File: config.mk
export PLATFORM = sky130hd
export DESIGN_NAME = alu_issue_stage
export DESIGN_NICKNAME = d
export VERILOG_FILES = /design/src/rtl/alu_issue_stage.sv
export SDC_FILE = /design/constraint.sdc
export NUM_CORES = 2
export LEC_CHECK = 0
export CORE_ASPECT_RATIO = 1.1
export CORE_MARGIN = 3
export CORE_UTILIZATION = 39
export DETAILED_ROUTE_END_ITERATION = 8
export HOLD_SLACK_MARGIN = 0.06
export SLEW_MARGIN = 20
export SYNTH_ARGS = -nofsm -noshare
export SYNTH_HDL_FRONTEND = slang
export SYNTH_SLANG_ARGS = --single-unit
export TNS_END_PERCENT = 1
File: constraint.sdc
create_clock -name clk -period 48.7 [get_ports clk]
set_input_delay 14.61 -clock clk [delete_from_list [all_inputs] [get_ports clk]]
set_output_delay 14.61 -clock clk [all_outputs]
set_load 0.005 [all_outputs]
File: src/rtl/alu_issue_stage.sv
// RV32I integer-ALU issue stage: decodes one instruction, reads the register file
// (with writeback bypass), and holds x/y/funct3/funct7 in a single output slot.
module alu_issue_stage #(
    parameter int XLEN = 32
) (
    input  logic            clk,
    input  logic            rst,
    input  logic            in_valid,
    output logic            in_ready,
    input  logic [31:0]     in_instr,
    input  logic [XLEN-1:0] in_pc,
    input  logic            wb_en,
    input  logic [4:0]      wb_rd,
    input  logic [XLEN-1:0] wb_data,
    output logic            out_valid,
    input  logic            out_ready,
    output logic [XLEN-1:0] out_x,
    output logic [XLEN-1:0] out_y,
    output logic [3:0]      out_funct3,
    output logic [6:0]      out_funct7,
    output logic [4:0]      out_rd,
    output logic            out_rd_we,
    output logic            out_illegal
);
    localparam logic [6:0] OP_REG = 7'b0110011;
    localparam logic [6:0] OP_IMM = 7'b0010011;
    localparam logic [6:0] OP_LUI = 7'b0110111;
    localparam logic [6:0] OP_AUIPC = 7'b0010111;

    logic [XLEN-1:0] regs [0:31];

    logic [6:0]      opcode;
    logic [2:0]      f3_raw;
    logic [6:0]      f7_raw;
    logic [4:0]      rs1;
    logic [4:0]      rs2;
    logic [4:0]      rd;
    logic [XLEN-1:0] rs1_val;
    logic [XLEN-1:0] rs2_val;
    logic signed [XLEN-1:0] imm_i;
    logic [XLEN-1:0] imm_u;

    logic            legal_p0;
    logic [XLEN-1:0] x_p0;
    logic [XLEN-1:0] y_p0;
    logic [2:0]      f3_p0;
    logic [6:0]      f7_p0;
    logic            accept;

    assign opcode = in_instr[6:0];
    assign rd     = in_instr[11:7];
    assign f3_raw = in_instr[14:12];
    assign rs1    = in_instr[19:15];
    assign rs2    = in_instr[24:20];
    assign f7_raw = in_instr[31:25];
    assign imm_i  = $signed({{20{in_instr[31]}}, in_instr[31:20]});
    assign imm_u  = {in_instr[31:12], 12'b0};

    assign in_ready = !out_valid || out_ready;
    assign accept   = in_valid && in_ready;

    // A writeback landing on the accept edge is forwarded so the operand is never stale.
    function automatic logic [XLEN-1:0] read_reg(input logic [4:0] idx, input logic [XLEN-1:0] stored);
        if (idx == 5'd0)
            return '0;
        else if (wb_en && wb_rd == idx)
            return wb_data;
        else
            return stored;
    endfunction

    assign rs1_val = read_reg(rs1, regs[rs1]);
    assign rs2_val = read_reg(rs2, regs[rs2]);

    always_comb begin
        legal_p0 = 1'b1;
        x_p0     = '0;
        y_p0     = '0;
        f3_p0    = f3_raw;
        f7_p0    = 7'h00;
        case (opcode)
            OP_REG: begin
                x_p0     = rs1_val;
                y_p0     = rs2_val;
                f7_p0    = f7_raw;
                legal_p0 = (f7_raw == 7'h00) ||
                           (f7_raw == 7'h20 && (f3_raw == 3'b000 || f3_raw == 3'b101));
            end
            OP_IMM: begin
                x_p0 = rs1_val;
                if (f3_raw == 3'b001 || f3_raw == 3'b101) begin
                    y_p0     = {{(XLEN-5){1'b0}}, in_instr[24:20]};
                    f7_p0    = f7_raw;
                    legal_p0 = (f7_raw == 7'h00) || (f3_raw == 3'b101 && f7_raw == 7'h20);
                end else begin
                    // funct7 forced to 0 so a negative ADDI is never treated as SUB
                    y_p0 = imm_i;
                end
            end
            OP_LUI: begin
                y_p0  = imm_u;
                f3_p0 = 3'b000;
            end
            OP_AUIPC: begin
                x_p0  = in_pc;
                y_p0  = imm_u;
                f3_p0 = 3'b000;
            end
            default: legal_p0 = 1'b0;
        endcase
        if (!legal_p0) begin
            x_p0  = '0;
            y_p0  = '0;
            f3_p0 = 3'b000;
            f7_p0 = 7'h00;
        end
    end

    always_ff @(posedge clk or posedge rst) begin
        if (rst) begin
            for (int i = 0; i < 32; i++) regs[i] <= '0;
        end else if (wb_en && wb_rd != 5'd0) begin
            regs[wb_rd] <= wb_data;
        end
    end

    // Output slot boundary: loaded on accept, drained when downstream takes it.
    always_ff @(posedge clk or posedge rst) begin
        if (rst) begin
            out_valid   <= 1'b0;
            out_x       <= '0;
            out_y       <= '0;
            out_funct3  <= '0;
            out_funct7  <= '0;
            out_rd      <= '0;
            out_rd_we   <= 1'b0;
            out_illegal <= 1'b0;
        end else if (accept) begin
            out_valid   <= 1'b1;
            out_x       <= x_p0;
            out_y       <= y_p0;
            out_funct3  <= {1'b0, f3_p0};
            out_funct7  <= f7_p0;
            out_rd      <= rd;
            out_rd_we   <= legal_p0 && (rd != 5'd0);
            out_illegal <= !legal_p0;
        end else if (out_ready) begin
            out_valid <= 1'b0;
        end
    end
endmodule

==> impl_metrics.tcl <==
set metrics [dict create \
    status "complete, no violations" \
    grt_pass1_vias 40000 \
    fin_skew_ns 0.0297 \
    synth_largest_area_cell "dfrtp_1" \
    clock_path_buffers 3 \
    numPortBuffers 188 \
    synth_async_sr_flop_share_pct 100 \
    regArea_um2 27700 \
    hold_buffers 0 \
    multi_input_comb_area_um2 28800 \
    cts_root_buf "clkbuf_16" \
    synth_seq_cells 1106 \
    synth_area_per_cell_um2 14.2 \
    grt_pass1_wl_mm 297 \
    worst-endpoint-arrival_ns 15.83 \
    synthTopCellsByCount "dfrtp_1 (1106), mux2_2 (1018), mux4_2 (399)" \
    ys.flop_type "dfrtp_1" \
    drtAntennaViolNets 0 \
    drive_gt1_share_pct 43.5 \
    fmax_ghz 0.0329 \
    crit_family "buffers and inverters" \
    synth_cells 4089 \
    htreeDepth 3 \
    core-area_um2 147000 \
    final_cells 6103 \
    die_w_um 374 \
    cp_common_cell "clkdlybuf4s50_1" \
    cp_max_fo 4 \
    worstPathCellList "clkdlybuf4s50_1 -> nand2b_1 -> clkdlybuf4s50_1" \
    wl_per_cell_um 33.7 \
    initial_core_util_pct 39.5 \
    routed_wl_mm 206 \
    hold_violations 0 \
    grt_antenna_before_repair 10 \
    cts_resized 0 \
    crit_type "primary input to output port" \
    pin_count 190 \
    power_leakage_nw 28.2 \
    cts.repair_timing.setup_buffer_count 0 \
    cap_violations 0 \
    post-dp-hpwl_mm 122 \
    dr.pass1.iters 7 \
    finalSetupViolations 0 \
    relSlewSlack_pct 20.9 \
    avgViaCountPerCell 6.47 \
    setup_tns_ns 0 \
    syn-cell-area_um2 58000 \
    rsz0062_at_grt "false" \
    grt_max_degree 159 \
    fillers 13200 \
    grt-ovfl-total 0 \
    drc 0 \
    yosysWarnings 0 \
    yosysMostFrequentCell "dfrtp_1" \
    crit_path_max_incr_delay_ns 0.54 \
    rows 147 \
    r2r_setup_slack_ns 45.05 \
    period_share_pct 62.5 \
    cts_tree "done" \
    critPathLaunchType "primary input" \
    ys_top_cells_by_area "dfrtp_1 (48%), mux2_2 (20%), mux4_2 (15%)" \
    fin_nets 4174 \
    endpoint_kind "output port" \
    synth_cell_type_count 56 \
    clkLatencyLatePin_ns 0.76 \
    yosys.area.top_type_share_pct 47.7 \
    synth_nets 4195 \
    cp_num_buf_inv 2 \
    peakVddDrop_mv 0.0317 \
    place_congestion 0.841 \
    synth_edf_count 0 \
    cp.required_ns 34.09 \
    powerDensity_nw_per_um2 40.2 \
    via_count 39500 \
    numCtsBuffers 121 \
    grt_use_total_pct 26.6 \
    dp_cells 5882 \
    slowest_stage "clkdlybuf4s50_1" \
    slew_violations 0 \
    synth-seq-area-share_pct 47.7 \
    area_growth_pct 13.6 \
    min_path_type "register to register" \
    cts.sinks 1106 \
    dieArea_um2 153000 \
    die_height_um 410 \
    drt_iter0_markers 4000 \
    worst_slew_pin_slew_ns 1.18 \
    clkSlewWorstSetupHoldPaths_ns 0.06 \
    fin_crit_ns 30.44 \
]
stage by stage:
stage	power (mW)	utilization (%)	setup WS (ns)	hold WS (ns)	instance area, µm²
after floorplan	1.56	-	2.95	0.441	58000
after global placement	1.69	42.1	18.26	0.380	61800
after detailed placement	1.71	42.1	18.27	0.385	61800
after CTS	2.66	44.9	18.26	0.401	65900
after global routing	2.76	44.9	18.22	0.404	65800
final	2.65	44.9	18.27	0.400	65900
registers in the layout (all words and copies together) (netlist names):
name,flops
out_valid,1
out_funct3,3
out_x,32
out_illegal,1
out_rd_we,1
out_funct7,7
regs,1024
out_y,32
out_rd,5
cell usage in the layout, fill, tap and decap left out, types with 8 or more instances in the layout:
| master | count |
|---|---|
| a2111oi_0 | 16 |
| a211o_1 | 24 |
| a211oi_1 | 33 |
| a21oi_1 | 65 |
| a222oi_1 | 21 |
| a22o_1 | 31 |
| a22oi_1 | 68 |
| a311oi_1 | 21 |
| and2_1 | 8 |
| buf_2 | 14 |
| buf_4 | 121 |
| bufinv_16 | 10 |
| clkbuf_1 | 29 |
| clkbuf_16 | 123 |
| clkbuf_8 | 31 |
| clkdlybuf4s50_1 | 167 |
| clkinv_2 | 19 |
| dfrtp_1 | 1106 |
| mux2_2 | 1018 |
| mux2i_1 | 290 |
| mux4_2 | 399 |
| nand2_1 | 53 |
| nand2_2 | 15 |
| nand2b_1 | 11 |
| nand3_1 | 23 |
| nand3b_1 | 10 |
| nor2_1 | 50 |
| nor2_4 | 18 |
| nor2b_1 | 18 |
| nor3_1 | 8 |
| o2111ai_1 | 8 |
| o211ai_1 | 11 |
| o21ai_0 | 82 |
| o221ai_1 | 18 |
| o22ai_1 | 85 |
| o31ai_1 | 19 |
| or3_1 | 17 |
where the power goes:
group          internal (mW)  total, mW  switching, mW
clock                  0.559      0.955          0.395
combinational          0.289      0.495          0.206
sequential              1.08       1.20          0.118
worst register-to-register path, stage by stage (launching register included):
cell	delay, ns
dfrtp_1	0.38
nand2b_1	0.19
nand2_4	0.46
a311o_1	0.62
or4_4	0.90
a211oi_1	0.86
a211o_1	0.18
path summary, 6_finish.rpt:
kind / cells after the start / to / startpoint
setup / recovery: 3 / in_ready / out_ready
hold / removal: 0 / regs[1013] / regs[1013]
setup reg to reg: 6 / out_x[25] / out_valid
hold reg to reg: 0 / regs[1013] / regs[1013]
max in group asynchronous: 6 / regs[11] / rst
min in group asynchronous: 2 / regs[658] / rst
layout make-up:
class,count,share of cell area [%]
Inverter,6,0.0456
Sequential cell,1106,42.0
Clock buffer,182,5.47
Timing Repair Buffer,312,4.29
Clock inverter,36,0.735
Multi-Input combinational cell,2521,43.7
Antenna cell,3,0.0114
Tap cell,1937,3.68
cells by family after synthesis:
family / share of synthesized area [%]
xor+xnor: 0.166
mux: 40.3
other cells: 0.00647
compound gates: 6.38
flops: 47.7
buf+inv: 3.07
simple gates: 2.37
routing by layer:
metal  vias to the layer above  share of wire, %  track usage (%)
li1                      15800                 -                -
met1                     21500                42             36.8
met2                      1798                45             40.8
met3                       389               9.0             7.13
met4                         4               3.4             8.22
met5                         -             0.013                0
Power figures use the tool's default switching activity.
